===== src/rtl/host_run_launcher.sv =====
`default_nettype none
// +------------------------------------------------------------------------+
// | host_run_launcher                                                      |
// | Initiator side of the core start/ack run handshake with cycle budget.  |
// | Revision: 1.0                                                          |
// +------------------------------------------------------------------------+
module host_run_launcher #(
  parameter int RESET_CYCLES = 2,
  parameter int START_HOLD   = 2,
  parameter int TIMEOUT      = 4096,
  parameter int CNT_W        = 16
) (
  input  logic             clk,
  input  logic             reset,
  input  logic             go,
  input  logic             dut_ack,
  output logic             dut_reset,
  output logic             dut_start,
  output logic             busy,
  output logic             result_valid,
  output logic [CNT_W-1:0] result_cycles,
  output logic             result_timeout,
  output logic [CNT_W-1:0] run_count
);

  localparam logic [2:0] c_idle  = 3'd0;
  localparam logic [2:0] c_rst   = 3'd1;
  localparam logic [2:0] c_start = 3'd2;
  localparam logic [2:0] c_run   = 3'd3;
  localparam logic [2:0] c_done  = 3'd4;

  localparam logic [CNT_W-1:0] c_rst_load   = CNT_W'(RESET_CYCLES - 1);
  localparam logic [CNT_W-1:0] c_start_load = CNT_W'(START_HOLD - 1);
  localparam logic [CNT_W-1:0] c_timeout    = CNT_W'(TIMEOUT);
  localparam logic [CNT_W-1:0] c_one        = CNT_W'(1);

  logic [2:0]       r_state;
  logic [2:0]       w_next;
  logic [CNT_W-1:0] r_phase;
  logic [CNT_W-1:0] r_cyc;
  logic [CNT_W-1:0] w_cyc_inc;

  // w_cyc_inc is the count including the current RUN cycle.
  always_comb begin
    w_cyc_inc = r_cyc + c_one;
    w_next    = r_state;
    case (r_state)
      c_idle:  if (go) w_next = c_rst;
      c_rst:   if (r_phase == '0) w_next = c_start;
      c_start: if (r_phase == '0) w_next = c_run;
      c_run:   if (dut_ack || (w_cyc_inc == c_timeout)) w_next = c_done;
      c_done:  w_next = c_idle;
      default: w_next = c_idle;
    endcase
  end

  // Outputs are registered decodes of the state being entered.
  always_ff @(posedge clk) begin
    if (reset) begin
      r_state        <= c_idle;
      r_phase        <= '0;
      r_cyc          <= '0;
      dut_reset      <= 1'b0;
      dut_start      <= 1'b0;
      busy           <= 1'b0;
      result_valid   <= 1'b0;
      result_cycles  <= '0;
      result_timeout <= 1'b0;
      run_count      <= '0;
    end else begin
      r_state      <= w_next;
      dut_reset    <= (w_next == c_rst);
      dut_start    <= (w_next == c_start);
      busy         <= (w_next != c_idle);
      result_valid <= (w_next == c_done);

      case (r_state)
        c_idle: begin
          r_phase <= c_rst_load;
        end
        c_rst: begin
          if (r_phase == '0) begin
            r_phase <= c_start_load;
          end else begin
            r_phase <= r_phase - c_one;
          end
        end
        c_start: begin
          r_cyc <= '0;
          if (r_phase != '0) begin
            r_phase <= r_phase - c_one;
          end
        end
        c_run: begin
          r_cyc <= w_cyc_inc;
          if (w_next == c_done) begin
            result_cycles  <= w_cyc_inc;
            result_timeout <= ~dut_ack;
            run_count      <= run_count + c_one;
          end
        end
        default: begin
        end
      endcase
    end
  end

endmodule
`default_nettype wire


===== config.mk =====
export PLATFORM = sky130hd
export DESIGN_NAME = host_run_launcher
export DESIGN_NICKNAME = d
export VERILOG_FILES = /design/src/rtl/host_run_launcher.sv
export SDC_FILE = /design/constraint.sdc
export NUM_CORES = 1
export LEC_CHECK = 0
export CORE_MARGIN = 2
export CORE_UTILIZATION = 56
export CTS_CLUSTER_DIAMETER = 80
export DETAILED_ROUTE_END_ITERATION = 12
export HOLD_SLACK_MARGIN = 0.08
export PLACE_DENSITY = 0.9
export SETUP_SLACK_MARGIN = 0.4
export SLEW_MARGIN = 40
export SYNTH_ARGS = -nofsm -noshare
export SYNTH_HDL_FRONTEND = slang
export SYNTH_SLANG_ARGS = --single-unit

===== constraint.sdc =====
create_clock -name clk -period 3.3 [get_ports clk]
set_clock_uncertainty 0.1 [all_clocks]
set_input_delay 0.495 -clock clk [delete_from_list [all_inputs] [get_ports clk]]
set_output_delay 0.495 -clock clk [all_outputs]
set_load 0.01 [all_outputs]

==> impl_metrics.json <==
{
  "run_status": "finished, final reports clean",
  "r2r_slack_ns": 0.56,
  "final_cell_mix": "dfxtp_1, nor2_1, nand2_1, clkdlybuf4s50_1, a21oi_1",
  "clockBufferDepth": 2,
  "tightestPinTransition_ns": 0.5335,
  "drt_first_pass_iters": 8,
  "critPathArrivalTime_ns": 2.93,
  "synth_cells": 442,
  "cts.clk_slew.worst_paths_ns": 0.09,
  "root_buffer": "clkbuf_8",
  "boundaryPins": 41,
  "synth.avg_cell_area_um2": 8.204,
  "synth_top_flop_cell": "dfxtp_1",
  "r2r_start": "r_cyc[1]$_SDFFE_PP0P_",
  "rows": 29,
  "endpoint": "run_count[8]$_SDFFE_PP0P_",
  "initial_core_util": 0.5743,
  "antenna_found_initial": 0,
  "r2r-end": "run_count[8]$_SDFFE_PP0P_",
  "cap_violations": 0,
  "grt-ovfl-total": 0,
  "final_common_cell": "dfxtp_1",
  "yosys.area.top_type": "dfxtp_1",
  "grtUsageTotal": 0.2480,
  "critPathLaunch": "r_cyc[1]$_SDFFE_PP0P_",
  "drive_gt1_frac": 0.1102,
  "start_kind": "flip-flop",
  "power_density_nw_per_um2": 782.4,
  "setup_viol": 0,
  "netlist_area_um2": 3626,
  "drc_errors": 0,
  "ir_drop_mv": 0.9950,
  "drv_slew": 0,
  "synth-edff-count": 0,
  "area_growth_syn_to_layout_pct": 18.63,
  "finalWeightedCongestion": 0.9214,
  "ys_async_sr_fraction": 0,
  "dp_hpwl_um": 5961,
  "synth_cell_types": 59,
  "synth_fp_nets": 450,
  "netlist.area_leader.share": 0.3975,
  "crit_path_top_delay_cell": "dfxtp_1",
  "vias": 3450,
  "required_ns": 3.49,
  "wirelength_um": 8939,
  "cts.sinks": 72,
  "cts_buffers": 9,
  "nFillCells": 511,
  "p_leak_nw": 1.471,
  "critPathBufInv": 1,
  "ys_ff_latch": 72,
  "vias_per_cell": 6.183,
  "fin_crit_sh": 0.8306,
  "finalPower_w": 0.003366,
  "period_minus_slack_ns": 2.741,
  "die_area_um2": 7134,
  "drt_iter0_markers": 238,
  "cts_tree": "done",
  "path_class": "flip-flop to flip-flop",
  "crit_path_max_fanout": 9,
  "hold_class": "flip-flop to flip-flop",
  "drtAntennaViolNets": 0,
  "rsz0062_at_grt": "yes",
  "grt_pass1_vias": 3134,
  "r2r_cells": 9,
  "max_clock_freq_mhz": 364.8,
  "dieWidth_um": 84.47,
  "yosysSeqAreaShare": 0.3975,
  "worstSkewPairLatency_ns": 0.36,
  "slew-limit-headroom": 0.6419,
  "cp-end-kind": "flip-flop",
  "grt_max_degree": 42,
  "antenna_cells": 0,
  "wire_per_inst_um": 16.02,
  "hold_violations": 0,
  "core_area_um2": 6314,
  "grt_pass1_wl_um": 14430,
  "cp_top_family": "simple AND/OR/NAND/NOR gates",
  "cp.depth": 9,
  "nets": 484,
  "path_cells": "ha_1 -> and4_4 -> and3_1 -> and4b_1 -> o2111a_1 -> a22oi_2 -> buf_4 -> or3_1 -> a21oi_1",
  "final.setup.tns_ns": 0,
  "die_h_um": 84.47,
  "h-tree-depth": 3,
  "port_buffers": 40,
  "cpPeakStageDelay_ns": 0.45,
  "yosysWarnings": 0,
  "netlist_top_cells_area": "dfxtp_1, nor2_1, a21oi_1, xnor2_1, nand2_1"
}
report_power, final:
part | leakage, nW | internal, W | total, W | switching [W]
clock network | 0.103 | 0.000430 | 0.000785 | 0.000355
registers | 0.584 | 0.00101 | 0.00114 | 0.000128
logic | 0.784 | 0.000613 | 0.00144 | 0.000830
total | 1.47 | 0.00205 | 0.00337 | 0.00131
routing by layer:
layer	vias to the layer above	GRT usage	share of wire
li1	1673	-	-
met1	1657	0.3158	0.45
met2	105	0.4040	0.49
met3	15	0.06686	0.051
met4	0	0.09380	0.010
met5	-	0	0
cell type report:
cell class / instances / area, um^2 / share of cell area
clock buffers: 10 / 127.6 / 0.02967
clock inverters: 6 / 92.59 / 0.02152
inverters: 9 / 33.78 / 0.007853
multi-input cells: 330 / 2004 / 0.4660
flip-flops and latches: 72 / 1446 / 0.3362
well taps: 77 / 96.34 / 0.02240
repair buffers: 54 / 500.5 / 0.1163
worst min path at each step:
stage	startpoint	to	slack, ns	cells after the start
floorplan	r_phase[4]$_SDFFE_PP0P_	r_phase[4]$_SDFFE_PP0P_	0.35	2
global placement	result_cycles[1]$_SDFFE_PP0P_	result_cycles[1]$_SDFFE_PP0P_	0.35	2
detailed placement	result_cycles[1]$_SDFFE_PP0P_	result_cycles[1]$_SDFFE_PP0P_	0.36	2
CTS	result_cycles[1]$_SDFFE_PP0P_	result_cycles[1]$_SDFFE_PP0P_	0.37	2
global route	result_cycles[1]$_SDFFE_PP0P_	result_cycles[1]$_SDFFE_PP0P_	0.40	2
finish	result_cycles[1]$_SDFFE_PP0P_	result_cycles[1]$_SDFFE_PP0P_	0.38	2
flip-flops by register name (all words and copies together), names as in the netlist:
register        flops
busy                1
dut_reset           1
dut_start           1
r_cyc              16
r_phase            16
r_state             3
result_cycles      16
result_timeout      1
result_valid        1
run_count          16
synthesized netlist by cell type (2+ instances only):
| master | count |
|---|---|
| a211oi_1 | 16 |
| a21oi_1 | 35 |
| a221oi_1 | 3 |
| a22oi_1 | 5 |
| a31oi_1 | 2 |
| and2_1 | 3 |
| and3_1 | 5 |
| buf_1 | 2 |
| buf_2 | 7 |
| buf_4 | 2 |
| buf_6 | 5 |
| clkbuf_1 | 15 |
| dfxtp_1 | 72 |
| ha_1 | 4 |
| inv_1 | 8 |
| nand2_1 | 39 |
| nand3_1 | 10 |
| nand3b_1 | 2 |
| nand4_1 | 13 |
| nor2_1 | 59 |
| nor3_1 | 17 |
| nor4_1 | 9 |
| nor4_4 | 2 |
| o21ai_0 | 21 |
| o21ai_1 | 5 |
| o31ai_1 | 5 |
| or3_1 | 15 |
| or4_1 | 5 |
| xnor2_1 | 19 |
| xor2_1 | 8 |
worst register-to-register path, cell delays in order (launching register included):
cell,delay (ns)
dfxtp_1,0.45
ha_1,0.24
and4_4,0.29
and3_1,0.28
and4b_1,0.22
o2111a_1,0.25
a22oi_2,0.16
buf_4,0.21
or3_1,0.34
a21oi_1,0.16
stage by stage:
stage	std cells	util	instance area (um^2)	hold slack, ns	setup slack [ns]
5_1_grt	558	0.6813	4302	0.4027	0.3900
3_3_place_gp	538	0.6371	4023	0.3549	0.5585
6_report	558	0.6813	4302	0.3790	0.5591
4_1_cts	558	0.6780	4280	0.3668	0.5098
2_1_floorplan	442	-	3626	0.3534	0.7201
3_5_place_dp	538	0.6371	4023	0.3566	0.4055
kinds of logic (layout without fill, tap and decap cells):
family / count (synthesis) / count (layout) / share of synthesized area
compound gates: 105 / 105 / 0.1843
flops: 72 / 72 / 0.3975
fa+ha+maj: 4 / 4 / 0.01380
buf+inv: 40 / 79 / 0.05624
simple gates: 194 / 194 / 0.2830
xor+xnor: 27 / 27 / 0.06522
repair_timing:
item / in CTS / in global routing
buffers inserted: 4 / 0
hold buffers: 0 / 0
endpoints found under the setup margin: 6 / 21
pin swaps: 1 / 0
resized for setup: 2 / 8
No activity file was read; power rests on OpenSTA's default activity.
